**config.mk**
```make
export PLATFORM = sky130hd
export DESIGN_NAME = seq_detect_moore
export DESIGN_NICKNAME = d
export VERILOG_FILES = /design/src/rtl/seq_detect_pkg.sv /design/src/rtl/seq_match_counter.sv /design/src/rtl/seq_detect_moore.sv
export SDC_FILE = /design/constraint.sdc
export NUM_CORES = 1
export LEC_CHECK = 0
export ABC_CLOCK_PERIOD_IN_PS = 1950
export CAP_MARGIN = 15
export CORE_AREA = 2 2 42 44
export CTS_CLUSTER_DIAMETER = 30
export DETAILED_ROUTE_END_ITERATION = 12
export DIE_AREA = 0 0 44 46
export HOLD_SLACK_MARGIN = 0.08
export PLACE_DENSITY = 0.74
export SKIP_LAST_GASP = 1
export SYNTH_ARGS = -nofsm -noshare
export SYNTH_HDL_FRONTEND = slang
export SYNTH_SLANG_ARGS = --single-unit
```
**constraint.sdc**
```tcl
create_clock -name clk -period 1.95 [get_ports clk]
set_input_delay 0.39 -clock clk [delete_from_list [all_inputs] [get_ports clk]]
set_output_delay 0.39 -clock clk [all_outputs]
set_load 0.02 [all_outputs]
```
**src/rtl/seq_detect_pkg.sv**
```systemverilog
// Shared limits, default pattern and the elaboration-time transition function
// for the parametrised serial pattern detectors.
package seq_detect_pkg;

  localparam int PAT_W_MAX = 16;
  localparam int CNT_W_MAX = 32;
  localparam logic [PAT_W_MAX-1:0] DEFAULT_PATTERN = 16'b101;

  // Longest pattern prefix that is a suffix of (prefix[0..s-1], b); pattern
  // bit pat_w-1 is the first bit received. A completed match without overlap
  // restarts from the empty prefix.
  function automatic int next_state(input logic [PAT_W_MAX-1:0] pattern,
                                    input int pat_w, input bit overlap,
                                    input int s, input logic b);
    int st, len, best, j;
    bit ok;
    logic [PAT_W_MAX-1:0] sh;
    logic sj, pj;
    st   = (s >= pat_w && !overlap) ? 0 : s;
    len  = st + 1;
    best = 0;
    for (int k = 1; k <= PAT_W_MAX; k++) begin
      if (k <= len && k <= pat_w) begin
        ok = 1'b1;
        for (int i = 0; i < PAT_W_MAX; i++) begin
          if (i < k) begin
            j = len - k + i;
            if (j < st) begin
              sh = pattern >> (pat_w - 1 - j);
              sj = sh[0];
            end else begin
              sj = b;
            end
            sh = pattern >> (pat_w - 1 - i);
            pj = sh[0];
            if (sj != pj) ok = 1'b0;
          end
        end
        if (ok) best = k;
      end
    end
    return best;
  endfunction

endpackage

```
**src/rtl/seq_match_counter.sv**
```systemverilog
// Saturating event counter with a sticky saturation flag; clear wins over inc.
module seq_match_counter
  import seq_detect_pkg::*;
#(
  parameter int CNT_W = 8
) (
  input  logic             clk,
  input  logic             areset_n,
  input  logic             inc,
  input  logic             clear,
  output logic [CNT_W-1:0] count,
  output logic             sat
);

  if (CNT_W < 1 || CNT_W > CNT_W_MAX) begin : g_bad_cnt_w
    $error("seq_match_counter: CNT_W out of range 1..%0d", CNT_W_MAX);
  end

  logic [CNT_W-1:0] count_inc;
  assign count_inc = count + CNT_W'(1);

  always_ff @(posedge clk or negedge areset_n) begin
    if (!areset_n) begin
      count <= '0;
      sat   <= 1'b0;
    end else if (clear) begin
      count <= '0;
      sat   <= 1'b0;
    end else if (inc && !(&count)) begin
      count <= count_inc;
      if (&count_inc) sat <= 1'b1;
    end
  end

endmodule

```
**src/rtl/seq_detect_moore.sv**
```systemverilog
// Moore detector for a fixed PAT_W-bit serial pattern with a saturating match counter.
//   state       | meaning
//   0..PAT_W-1  | that many leading pattern bits seen as the newest accepted bits
//   PAT_W       | full pattern seen, out = 1
module seq_detect_moore
  import seq_detect_pkg::*;
#(
  parameter int               PAT_W   = 3,
  parameter logic [PAT_W-1:0] PATTERN = PAT_W'(DEFAULT_PATTERN),
  parameter bit               OVERLAP = 1'b1,
  parameter int               CNT_W   = 8
) (
  input  logic             clk,
  input  logic             areset_n,
  input  logic             in,
  input  logic             in_valid,
  input  logic             clear,
  output logic             out,
  output logic [CNT_W-1:0] match_count,
  output logic             count_sat
);

  if (PAT_W < 1 || PAT_W > PAT_W_MAX) begin : g_bad_pat_w
    $error("seq_detect_moore: PAT_W out of range 1..%0d", PAT_W_MAX);
  end

  localparam int SW = $clog2(PAT_W + 1);
  typedef logic [SW-1:0] state_t;
  localparam state_t S_MATCH = state_t'(PAT_W);

  state_t state_q, state_d;
  state_t tab [0:PAT_W][0:1];
  logic   inc;

  // Transition table folded to constants from PATTERN at elaboration.
  for (genvar gs = 0; gs <= PAT_W; gs++) begin : g_row
    for (genvar gb = 0; gb < 2; gb++) begin : g_col
      localparam int NS = next_state(PAT_W_MAX'(PATTERN), PAT_W, OVERLAP, gs, (gb != 0));
      assign tab[gs][gb] = state_t'(NS);
    end
  end

  always_ff @(posedge clk or negedge areset_n) begin
    if (!areset_n) state_q <= '0;
    else           state_q <= state_d;
  end

  always_comb begin
    state_d = state_q;
    inc     = 1'b0;
    if (clear) begin
      state_d = '0;
    end else if (in_valid) begin
      state_d = tab[state_q][in];
      inc     = (state_d == S_MATCH);
    end
  end

  assign out = (state_q == S_MATCH);

  seq_match_counter #(.CNT_W(CNT_W)) u_cnt (
    .clk      (clk),
    .areset_n (areset_n),
    .inc      (inc),
    .clear    (clear),
    .count    (match_count),
    .sat      (count_sat)
  );

endmodule

```
==> flow_metrics.env <==
export IMPL_fmax_mhz=541
export IMPL_grt_overflow=0
export IMPL_setup_violations_final=0
export IMPL_maximum_number_of_pins_on_one_net_before_global_route_repair=12
export IMPL_final_fill_count=154
export IMPL_postSynth_asyncResetShare_pct=100
export IMPL_run_status="finished clean"
export IMPL_max_clock_path_buffers=2
export IMPL_power_density_mw_per_mm2=439
export IMPL_clock_tree_root_cell="clkbuf_4"
export IMPL_clkLatencyLatePin_ns=0.27
export IMPL_most_numerous_cell_in_the_yosys_netlist="dfrtp_1"
export IMPL_die_height_um=46
export IMPL_firstDrtPassIters=4
export IMPL_worstSetupPathType="reg -> out"
export IMPL_hold_path_class="in -> async"
export IMPL_synth_top_family_by_area="simple AND/OR/NAND/NOR gates"
export IMPL_yosys_most_used_dff="dfrtp_1"
export IMPL_diodes=0
export IMPL_place_congestion=0.846
export IMPL_vias=730
export IMPL_num_rows=15
export IMPL_top_level_port_count=15
export IMPL_setup_worst_path_end_class="output port"
export IMPL_transition_at_the_pin_with_the_smallest_max_transition_slack_ns=0.487
export IMPL_die_area_mm2=0.00202
export IMPL_yosys_area_share_simple_pct=27.5
export IMPL_post_cts_setup_buffers=0
export IMPL_groute_usage_overall_pct=18.9
export IMPL_hold_buffer_count_at_cts=0
export IMPL_clock_tree_from_tritoncts="done"
export IMPL_setup_total_negative_slack_ns=0
export IMPL_initialDrtViolationCount=26
export IMPL_post_synth_xor_xnor_area_pct=2.44
export IMPL_synth_largest_type_area_fraction_pct=38.3
export IMPL_synthToLayoutAreaGrowth_pct=34.3
export IMPL_synth_compound_gate_area_share_pct=21.4
export IMPL_post_route_worst_setup_slack_ns=0.102
export IMPL_antenna_found_initial=0
export IMPL_rsz0062_at_grt="false"
export IMPL_layout_nets=113
export IMPL_cp_slowest_cell="clkdlybuf4s50_1"
export IMPL_grt_pass1_wl_mm=2.79
export IMPL_tritoncts_num_buffers=3
export IMPL_synth_fa_ha_area_share_pct=3.48
export IMPL_dp_slack_ns=-0.0955
export IMPL_post_synth_mux_area_share_pct=1.39
export IMPL_worstPathCellList="clkdlybuf4s50_1"
export IMPL_finalWorstPathRequiredPeriod_ns=1.85
export IMPL_synth_edf_count=0
export IMPL_post_route_drc_count=0
export IMPL_synthesis_area_um2=718
export IMPL_yosysWarningCount=0
export IMPL_nature_of_the_critical_path_startpoint="flop"
export IMPL_cts_resized=0
export IMPL_post_route_cells_drive_above_1_share_pct=18.1
export IMPL_crit_required_ns=1.56
export IMPL_min_period_over_period_pct=94.8
export IMPL_synth_cells_most_frequent="11 x dfrtp_1, 8 x nand2_1, 5 x a21oi_1, 5 x nor3_1"
export IMPL_finalMaxSlewViolations=0
export IMPL_critPathMaxFanout=9
export IMPL_postSynthRegisterBits=11
export IMPL_ant_nets=0
export IMPL_slew_headroom_pct=67.4
export IMPL_synth_area_leader_cell="dfrtp_1"
export IMPL_instances_no_fill=122
export IMPL_synth_area_per_cell_um2=8.87
export IMPL_routed_via_density=5.98
export IMPL_dp_final_hpwl_mm=1.30
export IMPL_synth_top_cells_by_area="dfrtp_1 38%, nand2_1 4.2%, a21oi_1 3.5%"
export IMPL_clk_pin_slew_ns=0.07
export IMPL_floorplan_core_area_mm2=0.00161
export IMPL_number_of_maximum_capacitance_constraint_violations=0
export IMPL_synth_net_count=88
export IMPL_post_synth_inst_count=81
export IMPL_place_port_buffers=14
export IMPL_number_of_library_cell_types_mapped_by_synthesis=36
export IMPL_final_setup_skew_ns=0.00327
export IMPL_critPathBufInv=1
export IMPL_finalHoldViolations=0
export IMPL_routed_length_per_placed_instance_um=14.0
export IMPL_total_leakage_power_nw=0.396
export IMPL_cpLargestDelayFamily="buffers and inverters"
export IMPL_die_x_um=44
export IMPL_vdd_ir_drop_max_mv=0.320
export IMPL_yosysSeqAreaShare_pct=38.3
export IMPL_worst_stage_delay_on_the_critical_path_ns=0.67
export IMPL_totalWireLength_mm=1.71
export IMPL_final_core_utilization_pct=59.8
export IMPL_cts_num_sinks=11
export IMPL_initial_core_util_pct=44.5
export IMPL_htree_levels=1
export IMPL_place_detailed_instances=118
export IMPL_first_global_vias=629
export IMPL_timing_hold_ws_ns=0.448
export IMPL_critPathArrivalTime_ns=1.46
==> kinds of logic after synthesis <==
| group | count (synthesis) |
|---|---|
| simple gates | 35 |
| fa+ha+maj | 2 |
| xor+xnor | 2 |
| buf+inv | 9 |
| compound gates | 21 |
| flops | 11 |
| mux | 1 |
==> registers in the layout, indices dropped and copies added, names as in the netlist <==
name / cells
u_cnt.count: 8
state_q: 2
u_cnt.sat: 1
==> layer usage <==
metal,routed length (um),up-vias,part of all wire [%],global-route usage (%)
met5,0,-,0,0
met4,0,0,0,3.64
met3,115,0,6.7,4.76
met2,818,29,48,30.0
met1,775,347,45,26.0
li1,-,354,-,-
==> path summary, 6_finish.rpt <==
path,to,slack [ns],cells past startpoint,start
worst max-delay path,match_count[7],0.10,1,u_cnt.count[7]
worst min-delay path,state_q[1],0.45,1,areset_n
worst max register to register,u_cnt.count[3],0.32,6,u_cnt.count[0]
worst min register to register,u_cnt.sat,0.52,2,u_cnt.sat
max in group asynchronous,u_cnt.count[0],1.17,1,areset_n
min in group clk,u_cnt.sat,0.52,2,u_cnt.sat
==> layout make-up <==
type	instances	area [um^2]	share of cell area [%]
Multi-Input combinational cell	61	404	41.9
Sequential cell	11	275	28.5
Timing Repair Buffer	25	223	23.1
Clock buffer	4	26.3	2.72
Tap cell	17	21.3	2.20
Inverter	4	15.0	1.56
==> power by group <==
part | switching, mW | internal (mW)
registers | 0.00148 | 0.230
clock network | 0.0762 | 0.0792
logic | 0.0175 | 0.0193
total | 0.0952 | 0.328
==> stage by stage <==
stage | instance area [um^2] | power [mW]
2_1_floorplan | 718 | 0.249
4_1_cts | 965 | 0.428
3_3_place_gp | 938 | 0.272
6_report | 965 | 0.423
3_5_place_dp | 938 | 0.273
5_1_grt | 965 | 0.445
==> placed cells by master, fill, tap and decap left out, types with 2 or more instances in the layout <==
cell,instances
nand2b_1,2
nand2_1,8
dfrtp_1,11
nor2_1,4
and4_1,2
xnor2_1,2
clkbuf_4,3
nor3_1,5
o21ai_0,2
clkdlybuf4s50_1,14
inv_1,4
nand4_1,3
buf_4,11
a22o_1,2
nand3_1,4
a31oi_1,2
ha_1,2
a21oi_1,5
Note: power is estimated with default switching activity, not from simulation.
